File: config.mk
export PLATFORM = sky130hd
export DESIGN_NAME = echo_tester
export DESIGN_NICKNAME = d
export VERILOG_FILES = /design/src/rtl/echo_tester.sv
export SDC_FILE = /design/constraint.sdc
export NUM_CORES = 1
export LEC_CHECK = 0
export CORE_ASPECT_RATIO = 1.25
export CORE_MARGIN = 1
export CORE_UTILIZATION = 55
export DETAILED_ROUTE_END_ITERATION = 8
export GPL_ROUTABILITY_DRIVEN = 0
export PLACE_DENSITY = 0.75
export SLEW_MARGIN = 10
export SYNTH_ARGS = -nofsm -noshare
export SYNTH_HDL_FRONTEND = slang
export SYNTH_SLANG_ARGS = --single-unit
File: constraint.sdc
create_clock -name clk -period 3.7 [get_ports clk]
set_input_delay 0.555 -clock clk [delete_from_list [all_inputs] [get_ports clk]]
set_output_delay 0.555 -clock clk [all_outputs]
set_load 0.02 [all_outputs]
File: src/rtl/echo_tester.sv
// echo_tester: host-side UART echo initiator. Sends one 8N1 byte on txd,
// waits for the far-end echo on rxd, deserialises it and reports
// match / mismatch / framing / timeout, keeping a saturating error count.
module echo_tester #(
  parameter int CLKS_PER_BIT = 5208,
  parameter int TIMEOUT_BITS = 40
) (
  input  logic       clk,
  input  logic       rst,
  input  logic       start,
  input  logic [7:0] tx_word,
  input  logic       rxd,
  output logic       txd,
  output logic       busy,
  output logic       done,
  output logic       match,
  output logic       timeout,
  output logic [7:0] rx_word,
  output logic [7:0] err_count
);

  localparam int TMO_CYCLES = TIMEOUT_BITS * CLKS_PER_BIT;
  localparam int CNT_W      = $clog2(TMO_CYCLES + 1);

  localparam logic [CNT_W-1:0] CNT_ZERO = '0;
  localparam logic [CNT_W-1:0] CNT_ONE  = CNT_W'(1);
  localparam logic [CNT_W-1:0] BIT_LD   = CNT_W'(CLKS_PER_BIT);
  localparam logic [CNT_W-1:0] HALF_LD  = CNT_W'(CLKS_PER_BIT / 2);
  localparam logic [CNT_W-1:0] TMO_LAST = CNT_W'(TMO_CYCLES - 1);

  typedef enum logic [2:0] {
    IDLE,
    SEND,
    WAIT_ECHO,
    RECV,
    REPORT
  } state_t;

  state_t           state;
  logic [CNT_W-1:0] bit_cnt;
  logic [CNT_W-1:0] tmo_cnt;
  logic [3:0]       bit_idx;
  logic             pend;
  logic [8:0]       tx_shift;
  logic [7:0]       tx_lat;
  logic [7:0]       rx_shift;

  logic             rxd_meta;
  logic             rxd_sync;
  logic             rxd_prev;
  logic             rxd_fall;
  logic             echo_ok;

  // Saturating increment for the error counter.
  function automatic logic [7:0] sat_inc(input logic [7:0] v);
    return (v == 8'hFF) ? v : v + 8'd1;
  endfunction

  assign rxd_fall = rxd_prev & ~rxd_sync;
  // Evaluated on the stop-bit sample: byte must match and stop bit must be 1.
  assign echo_ok  = (rx_shift == tx_lat) && rxd_sync;

  // Two-flop synchroniser for rxd plus a delayed copy for edge detection.
  always_ff @(posedge clk or negedge rst) begin
    if (!rst) begin
      rxd_meta <= 1'b1;
      rxd_sync <= 1'b1;
      rxd_prev <= 1'b1;
    end else begin
      rxd_meta <= rxd;
      rxd_sync <= rxd_meta;
      rxd_prev <= rxd_sync;
    end
  end

  // Transaction FSM: serialise, wait for echo start, deserialise, report.
  always_ff @(posedge clk or negedge rst) begin
    if (!rst) begin
      state     <= IDLE;
      bit_cnt   <= CNT_ZERO;
      tmo_cnt   <= CNT_ZERO;
      bit_idx   <= 4'd0;
      pend      <= 1'b0;
      tx_shift  <= 9'h1FF;
      tx_lat    <= 8'h00;
      rx_shift  <= 8'h00;
      txd       <= 1'b1;
      busy      <= 1'b0;
      done      <= 1'b0;
      match     <= 1'b0;
      timeout   <= 1'b0;
      rx_word   <= 8'h00;
      err_count <= 8'h00;
    end else begin
      case (state)
        IDLE: begin
          if (start) begin
            tx_lat   <= tx_word;
            tx_shift <= {1'b1, tx_word};
            match    <= 1'b0;
            timeout  <= 1'b0;
            rx_word  <= 8'h00;
            busy     <= 1'b1;
            txd      <= 1'b0;
            bit_cnt  <= BIT_LD;
            bit_idx  <= 4'd0;
            state    <= SEND;
          end
        end

        SEND: begin
          // bit_cnt counts down; ==1 marks the last cycle of the current bit.
          if (bit_cnt == CNT_ONE) begin
            bit_cnt <= BIT_LD;
            if (bit_idx == 4'd9) begin
              tmo_cnt <= CNT_ZERO;
              pend    <= 1'b0;
              state   <= WAIT_ECHO;
            end else begin
              txd      <= tx_shift[0];
              tx_shift <= {1'b1, tx_shift[8:1]};
              bit_idx  <= bit_idx + 4'd1;
            end
          end else begin
            bit_cnt <= bit_cnt - CNT_ONE;
          end
        end

        WAIT_ECHO: begin
          // Timeout counter parks at its last value so a pending start-bit
          // check can still complete before the timeout is declared.
          if (tmo_cnt != TMO_LAST) begin
            tmo_cnt <= tmo_cnt + CNT_ONE;
          end
          if (pend) begin
            if (bit_cnt == CNT_ONE) begin
              pend <= 1'b0;
              if (!rxd_sync) begin
                bit_cnt <= BIT_LD;
                bit_idx <= 4'd0;
                state   <= RECV;
              end
            end else begin
              bit_cnt <= bit_cnt - CNT_ONE;
            end
          end else if (tmo_cnt == TMO_LAST) begin
            timeout   <= 1'b1;
            match     <= 1'b0;
            done      <= 1'b1;
            err_count <= sat_inc(err_count);
            state     <= REPORT;
          end else if (rxd_fall) begin
            pend    <= 1'b1;
            bit_cnt <= HALF_LD;
          end
        end

        RECV: begin
          // Samples land one bit period apart, starting mid start-bit.
          if (bit_cnt == CNT_ONE) begin
            bit_cnt <= BIT_LD;
            if (bit_idx == 4'd8) begin
              rx_word <= rx_shift;
              match   <= echo_ok;
              done    <= 1'b1;
              if (!echo_ok) begin
                err_count <= sat_inc(err_count);
              end
              state <= REPORT;
            end else begin
              rx_shift <= {rxd_sync, rx_shift[7:1]};
              bit_idx  <= bit_idx + 4'd1;
            end
          end else begin
            bit_cnt <= bit_cnt - CNT_ONE;
          end
        end

        REPORT: begin
          done  <= 1'b0;
          busy  <= 1'b0;
          state <= IDLE;
        end

        default: begin
          state <= IDLE;
          busy  <= 1'b0;
          done  <= 1'b0;
          txd   <= 1'b1;
        end
      endcase
    end
  end

endmodule

== Yosys cells after proc, flatten, opt, wreduce, memory -nomap -nowiden ==
Cells that the tools add are included.

* Register bits after elaboration: 93
* Logic and storage cells: 158

* Add/sub/neg operators: 4
* Equality and inequality tests: 31
* Multiplexer cells: 70
* Bitwise operators: 6
* Reductions and logical operators: 29

{| class="wikitable"
|+ Operator list
! operator !! count
|-
| 18-bit 2-to-1 mux || 10
|-
| 8-bit 2-to-1 mux || 9
|-
| 18-bit case mux with 3 select lines || 1
|-
| 18-bit case mux with 2 select lines || 1
|-
| 4-bit 2-to-1 mux || 8
|-
| 8-bit case mux with 2 select lines || 2
|-
| 2-bit inequality test (second input constant) || 14
|-
| 3-bit 2-to-1 mux || 9
|-
| 9-bit 2-to-1 mux || 3
|-
| 4-bit AND reduction || 5
|-
| 18-bit by 1-bit adder with 18-bit output (second input constant) || 1
|-
| 18-bit by 1-bit equality test with 1-bit output (second input constant) || 1
|-
| 18-bit equality test (second input constant) || 1
|-
| 1-bit 2-to-1 mux || 18
|-
| 18-bit inequality test (second input constant) || 1
|-
| 9-bit case mux with 2 select lines || 1
|-
| 18-bit by 1-bit subtractor with 18-bit output (second input constant) || 1
|-
| 4-bit case mux with 4 select lines || 1
|-
| 3-bit inequality test (second input constant) || 5
|-
| 3-bit case mux with 4 select lines || 1
|-
| 6-bit AND reduction || 2
|-
| 5-bit AND reduction || 2
|-
| 2-bit nonzero test || 5
|-
| 1-bit case mux with 3 select lines || 3
|-
| other kinds (22) || 35
|}

== Depth between registers and ports, before layout ==
* Depth in word-level cells: 6
* Gate-level depth with buffers: 9
* Depth with buffers taken out: 8

== Worst setup path before layout ==
Ideal clock, no wire load.

* Path kind: reg-to-reg
* Start point: reg bit_cnt[6]
* End point: reg bit_cnt[8]
* Library setup time: 0.110 ns
* Data arrival time: 1.984 ns
* Data required time: 3.590 ns
* Path slack: 1.606 ns
* Cell stages (with the launch flop): 8
* Buffers on the path: 1
* Clock period less this slack: 2.094 ns
* Cell sequence: dfrtp_1 > or4_4 > or2_1 > or3_1 > o2111ai_2 > buf_6 > o21ai_0 > o41ai_1

* Cells in the longest elaborated chain, start to end: 4
* Elaborated cells on any way between the ends: 8

{| class="wikitable"
|+ RTL lines
! what !! line !! source
|-
| start, declared || 40 || <nowiki>logic [CNT_W-1:0] bit_cnt;</nowiki>
|-
| start signal, assigned || 125 || <nowiki>bit_cnt <= bit_cnt - CNT_ONE;</nowiki>
|-
| start signal, assigned || 144 || <nowiki>bit_cnt <= bit_cnt - CNT_ONE;</nowiki>
|-
| start signal, assigned || 175 || <nowiki>bit_cnt <= bit_cnt - CNT_ONE;</nowiki>
|-
| 18-bit by 1-bit subtractor with 18-bit output or 18-bit by 1-bit equality test with 1-bit output (tied branches) || -- ||
|-
| 18-bit 2-to-1 mux || 136 || <nowiki>if (bit_cnt == CNT_ONE) begin</nowiki>
|-
| 18-bit 2-to-1 mux || 135 || <nowiki>if (pend) begin</nowiki>
|-
| 18-bit case mux with 3 select lines || 95 || <nowiki>case (state)</nowiki>
|}

Parallel ways exist; a longest one is shown, timed or not.
A chain may end at the register's enable or synchronous reset.

== Worst setup path in the final report ==
* Start point: reg state[0]
* End point: reg bit_cnt[12]

* Cells in the longest elaborated chain, start to end: 4
* Elaborated cells on any way between the ends: 12

{| class="wikitable"
|+ RTL lines
! what !! line !! source
|-
| start, declared || 39 || <nowiki>state_t state;</nowiki>
|-
| start signal, assigned || 79 || <nowiki>state <= IDLE;</nowiki>
|-
| start signal, assigned || 107 || <nowiki>state <= SEND;</nowiki>
|-
| start signal, assigned || 118 || <nowiki>state <= WAIT_ECHO;</nowiki>
|-
| 3-bit by 2-bit equality test with 1-bit output or 3-bit by 1-bit equality test with 1-bit output (tied branches) || 95 ||
|-
| 2-bit OR reduction (no line) || -- ||
|-
| 3-bit nonzero test (no line) || -- ||
|-
| 5-bit AND reduction (no line) || -- ||
|}

Parallel ways exist; a longest one is shown, timed or not.

==> impl_metrics.ini <==
[setup_path]
r2r_slack_ps = 980
crit_path_end = bit_cnt[12]
cp-end-kind = register
critPathArrivalTime_ps = 2980
worstPathRequired_ps = 3960
path_class = register to register
r2r_start = state[0]
regToRegEndpoint = bit_cnt[12]
cp-startpoint = state[0]
r2r_cells = 6
start_kind = register
cp_max_fo = 22

[layout]
drive_gt1_share_pct = 11.55
diodes = 0
final_cells = 625
nets = 542
areaGrowthSynthToFinish_pct = 12.65
final_area_sq_mm = 0.005360

[clock_tree]
root_buffer = clkbuf_8
cts_made_buffers = 9
cts_tree = done
cts_resized = 0
cts_sinks = 92
cts_max_level = 3
clk_transition_reported_paths_ps = 90
cts_hold_buffers = 0
post-cts-setup-buffers = 0
clock_path_buffers = 2
clk_latency_ps = 370

[logic_synthesis]
async_flop_share_pct = 100.0
synth-edff-count = 0
ys_seq_elements = 92
synth_top_family_by_area = simple AND/OR/NAND/NOR gates
yosys.area_share.simple_pct = 20.33
synth_xor_area_share_pct = 4.602
synth_compound_area_share_pct = 16.30
netlist_instances = 492
syn-cell-area_sq_mm = 0.004758
synthMuxAreaShare_pct = 5.022
synthAdderAreaFrac_pct = 1.841
ys.flop_type = dfrtp_1
synth_nets = 511
yosysSeqAreaShare_pct = 48.70
ys_warn_count = 0
syn_avg_cell_area_sq_um = 9.671
synth_cell_types = 65

[min_path]
hp-class = input pin to asynchronous set/reset pin

[pwr]
p_per_area_mw_per_mm2 = 727.9
ir_worst_vdd_mv = 0.4122
total_power_uw = 3902
leakage_uw = 0.002270

[timing]
fin_skew_ps = 11.03
rsz0062_at_grt = no
fin_crit_ps = 2718
finalHoldViolations = 0
relSlewSlack_pct = 35.72
clock.fmax_mhz = 367.9
finalSetupViolCount = 0
fin_setup_tns_ps = 0
drv_slew = 0
worstMarginPinSlew_ps = 959.8
fin_crit_sh_pct = 73.47
hold_ws_ps = 265.6

[floorplan]
design.core.area_sq_mm = 0.008333
die_x_um = 85.20
die-area_sq_mm = 0.009030
start_util_pct = 57.10
rows = 37
die_h_um = 106.0
io_pins = 33

[routing]
vias = 3776
routed_wl_mm = 10.46
drt-vias-per-instance = 6.042
dr.pass1.iters = 4
drtIter0Drc = 183
drc = 0
wl_per_cell_um = 16.74
antenna_left = 0

[global_route]
grt_pass1_wl_mm = 17.97
grt_max_degree = 66
antenna_found_initial = 0
grt_pass1_vias = 3884
track_usage_pct = 25.69
overflow = 0

[placed_design]
dp_cells = 609
port-buffer-count = 32
place_area_sq_mm = 0.005165
dpl.hpwl_mm = 7.257

[outcome]
outcome = finished, final reports clean

[flow_run]
maxCapViolations = 0
power by group:
group,internal (uW),switching (uW)
Sequential,1290,274
Clock,334,345
Combinational,674,982
Total,2300,1600
layout make-up:
type	count	area, sq um
Clock buffer	13	148.9
Inverter	16	60.06
Fill cell	692	2973
Multi-Input combinational cell	364	2288
Tap cell	97	121.4
Timing Repair Buffer	40	377.9
Clock inverter	3	46.29
Sequential cell	92	2317
critical path, cell delays in order (launching register included):
cell and delay, ps:
dfrtp_1 630, nor3b_1 640, nand3_1 230, or3_1 440
o2111ai_2 330, a31oi_1 110, o22a_1 230
through the flow:
stage	worst slack [ps]	util [%]
after floorplan	1606	-
after CTS	1040	64.32
final	981.8	64.32
after global routing	787.5	64.32
after global placement	1198	61.98
after detailed placement	1079	61.98
layer usage:
metal	global-route usage [%]	vias up	share of wire, %
met5	0	-	0
met4	12.83	0	2.9
met3	4.736	27	2.5
met2	44.47	66	52
met1	30.47	1863	43
li1	-	1820	-
worst min-delay path by stage:
| stage | to | slack (ps) | cells past startpoint |
|---|---|---|---|
| after floorplan | bit_cnt[0] | 260 | 0 |
| after CTS | bit_cnt[0] | 300 | 1 |
| after global placement | rxd_sync | 350 | 0 |
| after global routing | bit_cnt[0] | 350 | 1 |
| after detailed placement | rxd_sync | 350 | 0 |
| final | bit_cnt[0] | 270 | 1 |
cell usage after synthesis (all sizes together) (5+ instances only):
cell type  instances  area, sq um
a21oi             15        75.07
a31oi              9        56.30
and3              11        68.82
buf               11        58.81
clkbuf             9        33.78
dfrtp             80         2002
dfstp             12        315.3
ha                 7        87.58
inv               15        56.30
mux2              15        168.9
mux2i              7        70.07
nand2             57        214.0
nand2b             6        37.54
nand3             10        50.05
nand4              8        50.05
nor2              53        209.0
nor3              12        65.06
o21ai             45        225.2
o21bai             7        52.55
o31ai              6        45.04
or3                5        31.28
xnor2             15        131.4
xor2              10        87.58
placed cells by master (no fill, tap or decap), types with 3 or more instances in the layout:
| cell type | count |
|---|---|
| clkbuf_8 | 10 |
| a21oi_1 | 15 |
| or3_1 | 5 |
| dfrtp_1 | 80 |
| mux2_2 | 15 |
| mux2i_1 | 7 |
| nand2b_1 | 6 |
| nor3_1 | 11 |
| nor4_1 | 3 |
| xor2_1 | 10 |
| ha_1 | 7 |
| and4_1 | 4 |
| nor2_1 | 51 |
| nor2b_1 | 3 |
| nand2_1 | 57 |
| o21bai_1 | 7 |
| o21ai_0 | 45 |
| nand3b_1 | 3 |
| o41ai_1 | 4 |
| nand3_1 | 10 |
| o31ai_1 | 6 |
| o22ai_1 | 3 |
| nor3b_1 | 4 |
| a21o_1 | 4 |
| xnor2_1 | 15 |
| dfstp_2 | 12 |
| nand4_1 | 8 |
| clkdlybuf4s50_1 | 31 |
| and3_1 | 11 |
| buf_4 | 9 |
| a31oi_1 | 9 |
| clkbuf_1 | 3 |
| inv_1 | 15 |
| o2bb2ai_1 | 4 |
registers in the layout (all words and copies together), names as in the netlist, 3 cells and up:
signal,cells
bit_cnt,18
bit_idx,4
err_count,8
rx_shift,8
rx_word,8
state,3
tmo_cnt,18
tx_lat,8
tx_shift,8
cells by family after synthesis:
group	count (synthesis)
simple gates	193
compound gates	117
flops	92
buf+inv	36
xor+xnor	25
mux	22
fa+ha+maj	7
Power figures use the tool's default switching activity.
